`config.mk`:
```
export PLATFORM = sky130hd
export DESIGN_NAME = calib_tx_sched
export DESIGN_NICKNAME = d
export VERILOG_FILES = /design/src/rtl/calib_tx_sched.sv
export SDC_FILE = /design/constraint.sdc
export NUM_CORES = 1
export LEC_CHECK = 0
export ABC_AREA = 1
export CELL_PAD_IN_SITES_DETAIL_PLACEMENT = 1
export CELL_PAD_IN_SITES_GLOBAL_PLACEMENT = 1
export CORE_MARGIN = 3
export CORE_UTILIZATION = 50
export DETAILED_ROUTE_END_ITERATION = 6
export DONT_BUFFER_PORTS = 1
export GPL_TIMING_DRIVEN = 0
export HOLD_SLACK_MARGIN = 0.05
export PLACE_DENSITY = 0.87
export SYNTH_ARGS = -nofsm -noshare
export SYNTH_HDL_FRONTEND = slang
export SYNTH_SLANG_ARGS = --single-unit
```
`constraint.sdc`:
```
create_clock -name i_clk_50m -period 4.4 [get_ports i_clk_50m]
set_clock_uncertainty 0.15 [all_clocks]
set_input_delay 0.44 -clock i_clk_50m [delete_from_list [all_inputs] [get_ports i_clk_50m]]
set_output_delay 0.44 -clock i_clk_50m [all_outputs]
set_load 0.03 [all_outputs]
```
`src/rtl/calib_tx_sched.sv`:
```
// calib_tx_sched: queues completed calibration banks, streams each one as a
// framed byte sequence (header, payload read from the ping-pong RAM, XOR
// checksum) and then requests a W5500 send, holding the bank until done.
//
// Ports:
//   i_clk_50m, i_rst                 clock, async active-high reset
//   i_calib_make/pingpang/points     bank-complete pulse, write bank, count
//   o_rd_en/o_rd_bank/o_rd_addr      RAM read port, i_rd_data one cycle later
//   o_tx_valid/data/last, i_tx_ready byte stream toward the TX FIFO
//   o_send_req, i_send_done          W5500 send handshake
//   o_busy, o_drop_cnt               status
module calib_tx_sched #(
  parameter int unsigned MAX_POINTS = 128,
  parameter logic [7:0]  HDR0       = 8'hAA,
  parameter logic [7:0]  HDR1       = 8'h55
) (
  input  logic        i_clk_50m,
  input  logic        i_rst,
  input  logic        i_calib_make,
  input  logic        i_calib_pingpang,
  input  logic [15:0] i_calib_points,
  output logic        o_rd_en,
  output logic        o_rd_bank,
  output logic [9:0]  o_rd_addr,
  input  logic [7:0]  i_rd_data,
  output logic        o_tx_valid,
  output logic [7:0]  o_tx_data,
  output logic        o_tx_last,
  input  logic        i_tx_ready,
  output logic        o_send_req,
  input  logic        i_send_done,
  output logic        o_busy,
  output logic [7:0]  o_drop_cnt
);

  localparam int unsigned PTS_W  = 16;
  localparam int unsigned ADDR_W = 10;
  localparam int unsigned CNT_W  = 11;

  typedef enum logic [2:0] {
    S_IDLE, S_HEADER, S_PAYLOAD, S_CSUM, S_SEND, S_DONE
  } state_t;

  state_t             state, state_nxt;
  logic [1:0]         pend;
  logic [PTS_W-1:0]   pts [2];
  logic               newest;
  logic               cur;
  logic [1:0]         hdr_idx;
  logic [7:0]         csum;
  logic [7:0]         tx_hold;
  logic               rd_vld;
  logic               rd_en;
  logic [ADDR_W-1:0]  rd_addr;
  logic               tx_valid;
  logic               tx_last;
  logic [7:0]         drop_cnt;

  logic               accept;
  logic               mk_bank;
  logic               mk_valid;
  logic               mk_reject;
  logic [PTS_W-1:0]   pts_clamp;
  logic [CNT_W-1:0]   byte_cnt;
  logic               at_last;
  logic [7:0]         csum_nxt;
  logic               pick;

  assign accept    = tx_valid & i_tx_ready;
  assign mk_bank   = ~i_calib_pingpang;
  assign mk_valid  = i_calib_make && (i_calib_points != '0);
  // A bank still owned by the sender (including DONE) cannot be refilled.
  assign mk_reject = pend[mk_bank] || ((state != S_IDLE) && (cur == mk_bank));
  assign pts_clamp = (i_calib_points > PTS_W'(MAX_POINTS)) ? PTS_W'(MAX_POINTS)
                                                           : i_calib_points;
  // pts <= 128, so the low byte times 8 fits in 11 bits (1024 max).
  assign byte_cnt  = {pts[cur][7:0], 3'b000};
  assign at_last   = ({1'b0, rd_addr} == (byte_cnt - CNT_W'(1)));
  assign csum_nxt  = rd_vld ? (csum ^ i_rd_data) : csum;
  // Both pending: the older bank is the one not made most recently.
  assign pick      = (pend == 2'b11) ? ~newest : pend[1];

  // State register
  always_ff @(posedge i_clk_50m or posedge i_rst) begin
    if (i_rst) state <= S_IDLE;
    else       state <= state_nxt;
  end

  // Next-state logic
  always_comb begin
    state_nxt = state;
    case (state)
      S_IDLE:    if (pend != 2'b00)               state_nxt = S_HEADER;
      S_HEADER:  if (accept && (hdr_idx == 2'd3)) state_nxt = S_PAYLOAD;
      S_PAYLOAD: if (accept && at_last)           state_nxt = S_CSUM;
      S_CSUM:    if (accept)                      state_nxt = S_SEND;
      S_SEND:    if (i_send_done)                 state_nxt = S_DONE;
      S_DONE:                                     state_nxt = S_IDLE;
      default:                                    state_nxt = S_IDLE;
    endcase
  end

  // Output decode; a freshly returned RAM byte is forwarded directly in its
  // return cycle and afterwards presented from the hold register.
  always_comb begin
    o_busy     = (state != S_IDLE);
    o_send_req = (state == S_SEND);
    o_tx_data  = rd_vld ? i_rd_data : tx_hold;
  end

  assign o_rd_en    = rd_en;
  assign o_rd_bank  = cur;
  assign o_rd_addr  = rd_addr;
  assign o_tx_valid = tx_valid;
  assign o_tx_last  = tx_last;
  assign o_drop_cnt = drop_cnt;

  // Pending table, framing datapath and drop counter
  always_ff @(posedge i_clk_50m or posedge i_rst) begin
    if (i_rst) begin
      pend     <= '0;
      pts[0]   <= '0;
      pts[1]   <= '0;
      newest   <= 1'b0;
      cur      <= 1'b0;
      hdr_idx  <= '0;
      csum     <= '0;
      tx_hold  <= '0;
      rd_vld   <= 1'b0;
      rd_en    <= 1'b0;
      rd_addr  <= '0;
      tx_valid <= 1'b0;
      tx_last  <= 1'b0;
      drop_cnt <= '0;
    end else begin
      rd_vld <= rd_en;
      if (rd_vld) begin
        csum    <= csum ^ i_rd_data;
        tx_hold <= i_rd_data;
      end

      case (state)
        S_IDLE: begin
          if (pend != 2'b00) begin
            cur      <= pick;
            hdr_idx  <= '0;
            csum     <= '0;
            tx_valid <= 1'b1;
            tx_hold  <= HDR0;
          end
        end
        S_HEADER: begin
          if (accept) begin
            hdr_idx <= hdr_idx + 2'd1;
            case (hdr_idx)
              2'd0:    tx_hold <= HDR1;
              2'd1:    tx_hold <= pts[cur][15:8];
              2'd2:    tx_hold <= pts[cur][7:0];
              default: begin
                tx_valid <= 1'b0;
                rd_en    <= 1'b1;
                rd_addr  <= '0;
              end
            endcase
          end
        end
        S_PAYLOAD: begin
          if (rd_en) begin
            rd_en    <= 1'b0;
            tx_valid <= 1'b1;
          end else if (accept) begin
            if (at_last) begin
              tx_valid <= 1'b1;
              tx_last  <= 1'b1;
              tx_hold  <= csum_nxt;
            end else begin
              tx_valid <= 1'b0;
              rd_en    <= 1'b1;
              rd_addr  <= rd_addr + ADDR_W'(1);
            end
          end
        end
        S_CSUM: begin
          if (accept) begin
            tx_valid <= 1'b0;
            tx_last  <= 1'b0;
          end
        end
        S_DONE:  pend[cur] <= 1'b0;
        default: ;
      endcase

      // An accepted make never targets cur while in DONE, so it cannot
      // collide with the pend clear above.
      if (mk_valid) begin
        if (mk_reject) begin
          if (drop_cnt != 8'hFF) drop_cnt <= drop_cnt + 8'd1;
        end else begin
          pend[mk_bank] <= 1'b1;
          pts[mk_bank]  <= pts_clamp;
          newest        <= mk_bank;
        end
      end
    end
  end

endmodule

```
# Word-level counts from Yosys, hierarchy flattened
# Index checks and enable logic that the tools add are counted.
word_totals:
  reg_bits: 79
  out_inout_bits: 32
  wordCells: 149
op_classes:
  addsub: 4
  n_lt_le_gt_ge: 8
  eq_ne: 24
  mux: 61
  bitwise_logic: 10
  reduce_logical: 27
op_table:
  columns: ["cell", "count"]
  rows:
  - ["16-bit 2-to-1 mux", 5]
  - ["8-bit 2-to-1 mux", 9]
  - ["10-bit 2-to-1 mux", 5]
  - ["8-bit case mux with 3 select lines", 2]
  - ["32-bit bitwise mux", 1]
  - ["1-bit 2-to-1 mux", 20]
  - ["2-bit inequality test (second input constant)", 10]
  - ["10-bit case mux with 2 select lines", 1]
  - ["16-bit demux with 1-bit select", 1]
  - ["16-bit by 8-bit > comparator with 1-bit output (second input constant)", 1]
  - ["16-bit nonzero test", 1]
  - ["3-bit 2-to-1 mux", 5]
  - ["3-bit case mux with 5 select lines", 1]
  - ["6-bit AND reduction", 2]
  - ["10-bit by 11-bit equality test with 1-bit output", 1]
  - ["11-bit by 1-bit subtractor with 11-bit output (second input constant)", 1]
  - ["10-bit by 1-bit adder with 10-bit output (second input constant)", 1]
  - ["2-bit 2-to-1 mux", 5]
  - ["5-bit AND reduction", 2]
  - ["3-bit AND reduction", 3]
  - ["8-bit by 1-bit adder with 8-bit output (second input constant)", 1]
  - ["8-bit inequality test (second input constant)", 1]
  - ["2-bit nonzero test", 4]
  - ["8-bit XOR", 1]
  - ["other kinds (31)", 50]

# Depth between registers and ports, before layout
logic_depth:
  ltp_word: 10
  depth_mapped: 19
  depth_no_buf: 17

# Least setup slack after synthesis
# Ideal clock, no wire load.
synth_timing:
  path_type: "reg-to-reg"
  from: "reg cur (netlist: o_rd_bank)"
  to: "reg rd_addr[1] (netlist: o_rd_addr[1])"
  setup_time_ps: 118
  t_arrival_ps: 2148
  t_required_ps: 4132
  setup_slack_ps: 1984
  path_stages_with_launch: 17
  path_buffers: 1
  period_less_slack_ps: 2416
  path_cell_list: "dfrtp_1 > inv_2 > nand2_1 > nand2_1 > ha_1 > nand2_1 > nand2_1 > nor2_1 > nand3_1 > nor2_2 > and3_1 > nand2_1 > nand3_2 > nand2_2 > buf_4 > nand3b_1 > nand2_1"
synth_between:
  elab_chain_len: 8
synth_rtl:
  columns: ["element", "line", "rtl"]
  rows:
  - ["start: declaration", "48", "logic cur;"]
  - ["start signal: assignment", "145", "cur <= pick;"]
  - ["1-bit inverter with 2-bit output (implied by the code)", "77", "assign byte_cnt = {pts[cur][7:0], 3'b000};"]
  - ["16-bit 2-to-1 mux (implied by the code) (3 in a row)", "77", null]
  - ["11-bit by 1-bit subtractor with 11-bit output", "78", "assign at_last = ({1'b0, rd_addr} == (byte_cnt - CNT_W'(1)));"]
  - ["10-bit by 11-bit equality test with 1-bit output", "78", null]
  - ["2-bit inequality test (no source line)", null, null]
  - ["6-bit AND reduction (no source line)", null, null]
  - ["end signal: assignment", "179", "rd_addr <= rd_addr + ADDR_W'(1);"]
  - ["end: declaration", "54", "logic [ADDR_W-1:0] rd_addr;"]
# Every way passes these cells. The select of a mux whose other input is x is not followed.
# A chain may end at the register's enable or synchronous reset.

# Worst setup path in the final report
layout_timing:
  from: "reg cur (netlist: o_rd_bank)"
  to: "reg tx_hold[2]"
layout_between:
  elab_chain_len: 10
  word_cells_on_any_way: 12
  cone_classes: "add/sub (1); eq/ne (1); mux (9); bitwise (1)"
layout_rtl:
  columns: ["element", "line", "rtl"]
  rows:
  - ["1-bit inverter with 2-bit output (implied by the code) (*)", "77, 157, 158", null]
  - ["16-bit 2-to-1 mux (implied by the code) (*) (3 in a row)", "77, 158", null]
  - ["11-bit by 1-bit subtractor with 11-bit output", "78", null]
  - ["10-bit by 11-bit equality test with 1-bit output", "78", null]
  - ["8-bit 2-to-1 mux", "172", "if (at_last) begin"]
  - ["8-bit 2-to-1 mux", "171", "end else if (accept) begin"]
  - ["8-bit 2-to-1 mux", "168", "if (rd_en) begin"]
  - ["8-bit case mux with 3 select lines (*)", "142", "case (state)"]
  - ["end signal: assignment", "139", "tx_hold <= i_rd_data;"]
  - ["end signal: assignment", "157", "2'd1: tx_hold <= pts[cur][15:8];"]
  - ["end signal: assignment", "175", "tx_hold <= csum_nxt;"]
  - ["end: declaration", "51", "logic [7:0] tx_hold;"]
# Every way passes the cells marked *; elsewhere a longest branch is shown, timed or not. The select of a mux whose other input is x is not followed.

==> results by group <==
Die
  • Placeable Area: slightly above 9000 sq um
  • Die area: between 10000 and 15000 sq um
  • Initial core utilization: about half
  • Die width: 104 microns
  • Placement Rows: 35
  • IO Pins: between 60 and 70
  • Die Y-Extent: about 100 microns

Clock network
  • Clk_lat worst skew: ~0.37 ns
  • Root Buffer: clkbuf_8
  • CTS sink cnt: between 70 and 80
  • Post-CTS Resized: 0
  • CTS tree: yes
  • CTS Buffer Depth: 2
  • CTS H-tree lvls: 3
  • Inserted Clock Buffers: 9
  • Post-CTS Setup Repair Bufs: 0
  • Clock-pin slew on the worst setup and hold paths: approximately 0.09 ns

Worst setup path
  • Worst Setup End Kind: flip-flop
  • Worst Path Max Fanout: 8
  • R2R setup slack: roughly 1.5 ns
  • R2r worst-path depth: 15
  • Reg-to-Reg Start: o_rd_bank
  • WS Path Type: flip-flop to flip-flop
  • Critical Path AT: approximately 3.1 ns
  • Setup crit start: o_rd_bank
  • Crit path to: tx_hold[2]
  • Worst endpoint required time: approximately 4.6 ns
  • R2r endpoint: tx_hold[2]
  • Crit start category: flip-flop

Finish
  • Fillers: ~1300
  • P&R area growth vs syn: 8.94%
  • Design Area, Final: approximately 5200 sq um
  • Final Net Count: between 700 and 800
  • Layout cells sized above 1: 8.07%
  • Most frequent cells in the layout: nand2_1 (211), inv_1 (111), dfrtp_1 (79), nor2_1 (55), nand3_1 (44)
  • Commonest non-fill, non-tap cell in the layout: nand2_1
  • Ant. Diodes: 0

Outcome
  • Status: complete, no violations

Route
  • Pre-antenna DRT Iters: 4
  • # DRC: 0
  • Final antenna-violating net count: 0
  • Post-Route WL: approximately 14000 microns
  • Vias post-DR: 4423
  • Routed wire length per instance: around 16 microns
  • Initial DRC Count: 170
  • Vias per cell: 5.37

Power
  • LEAKAGE: around 0.0028 uW
  • Max VDD drop: 0.000268 V
  • PwrDens: approximately 770 nW/um^2
  • Final Power: between 4000 and 5000 uW

Timing
  • Max Slew Vio Count: 0
  • Max_slew headroom: between 60% and 70%
  • Actual slew at the worst max-slew pin: 0.579 ns
  • Period utilization: about two thirds
  • Final TNS setup: 0 ns
  • Hold Vio Cnt, Final: 0
  • Max Freq: 343 MHz
  • Worst hold margin: roughly 0.11 ns
  • Final min period: 2.91 ns
  • Number of setup violations in the final report: 0
  • Unrepaired setup endpoints after global routing: false

Global routing
  • GRT Util Overall: between 20% and 30%
  • Initial antenna violation count: 0
  • Maximum number of pins on one net before global-route repair: 70
  • Vias in the first global route: roughly 4800
  • Grt total ovfl: 0
  • First-pass GRT wire length: ~23000 microns

Synthesis
  • Synth Cell Area: between 4000 and 5000 sq um
  • Register area share after synthesis: 41.3%
  • Synth Area in Compound Gates: 8.16%
  • Multiplexer share of the synthesized area: 0%
  • Post-synthesis simple-gate area fraction: about a third
  • Ys Warns: 0
  • Largest family of logic cells by synthesized area: simple AND/OR/NAND/NOR gates
  • Syn avg cell area: slightly above 7 sq um
  • Post-Synth XOR/XNOR Area: 3.29%
  • Yosys reg bits: 79
  • Cell count after synthesis: roughly 680
  • Syn_nets: between 700 and 800
  • Post-synth cell types: 38
  • Synth Area in Adders: about 2.1%

Place
  • Placed Area: ~5000 sq um
  • I/O Buffers: 0
  • Detail Placement HPWL: just over 10000 microns
  • Placer congestion estimate: 0.874

Run
  • Max cap viols: 0

Hold path
  • Hold Path Class: input pin to flip-flop
report_power, final:
part,switching (uW),total [uW],leakage (uW),internal [uW]
sequential,301,1270,0.00102,968
clock,304,631,0.000116,328
combinational,1480,2110,0.00162,626
layout make-up:
type / instances / area [sq um] / area share (%)
multi-input cells: 464 / 2280 / 43.7
flip-flops and latches: 79 / 1980 / 37.9
inverters: 115 / 434 / 8.33
well taps: 129 / 161 / 3.10
clock buffers: 9 / 124 / 2.38
clock inverters: 7 / 103 / 1.97
plain buffers: 18 / 100 / 1.92
repair buffers: 2 / 37.5 / 0.720
worst max-delay path, stage by stage, from the launching register on:
cell	delay, ns
dfrtp_1	0.65
inv_2	0.10
nand2_1	0.13
nand2_1	0.11
ha_1	0.32
nand2_1	0.08
nand2_1	0.06
nor2_1	0.09
nand3_1	0.09
nor2_2	0.19
nand3_1	0.09
nor2_1	0.12
nand4_1	0.32
nand2_1	0.19
nand3_1	0.09
nand3_1	0.08
routing by layer:
metal	part of all wire (%)	GRT usage, %	vias to the layer above	wire [microns]
met4	2.0	9.97	0	265
met5	0	0	-	0
met3	4.1	4.80	27	562
met2	50	46.3	103	6840
li1	-	-	2140	-
met1	43	31.9	2153	5900
sequential cells by signal (all words and copies together), names as in the netlist, 2 cells and up:
name        flops
csum            8
hdr_idx         2
o_drop_cnt      8
o_rd_addr      10
pend            2
pts            32
state           3
tx_hold         8
Yosys cell counts, drive strengths merged:
cell type / n / share of area, %
a21oi: 9 / 0.94
a22o: 1 / 0.18
a22oi: 4 / 0.63
a31oi: 3 / 0.39
and3: 2 / 0.26
buf: 10 / 1.5
clkbuf: 8 / 0.63
clkinv: 2 / 0.16
dfrtp: 79 / 41
ha: 8 / 2.1
inv: 113 / 8.9
nand2: 227 / 19
nand3: 47 / 5.2
nand3b: 1 / 0.16
nand4: 15 / 2.0
nor2: 60 / 5.2
nor3: 9 / 1.3
nor3b: 1 / 0.16
nor4: 7 / 0.92
o211ai: 10 / 1.6
o21ai: 39 / 4.2
o21bai: 1 / 0.16
o22ai: 1 / 0.13
or2: 1 / 0.13
xnor2: 10 / 1.8
xor2: 8 / 1.5
worst min path at each step:
stage | cells after the start | slack (ns) | startpoint | end
global placement | 2 | 0.29 | pts[26] | pts[26]
global route | 3 | 0.11 | i_send_done | state[2]
floorplan | 2 | 0.28 | pts[11] | pts[11]
finish | 3 | 0.11 | i_send_done | state[2]
CTS | 3 | 0.10 | i_send_done | state[2]
detailed placement | 1 | 0.08 | i_rst | o_drop_cnt[3]
stage by stage:
stage               utilization, %  instances  setup WS [ns]
detailed placement            53.6        806           1.50
CTS                           56.1        823           1.46
global route                  56.1        823           1.18
global placement              53.3        805          0.935
finish                        56.1        823           1.49
floorplan                        -        676           1.79
what timing repair did:
action	4_1_cts	5_1_grt
setup endpoints to repair	0	0
hold endpoints to repair	79	0
hold buffers	1	0
logic make-up (layout without fill, tap and decap cells):
family                     count (synthesis)  after routing
buffers and inverters                    133            151
adders and majority gates                  8              8
and+or+nand+nor                          370            370
xor gates and xnor gates                  18             18
AOI/OAI and AO/OA                         68             68
DFF                                       79             79
(Power assumes the default switching activity.)
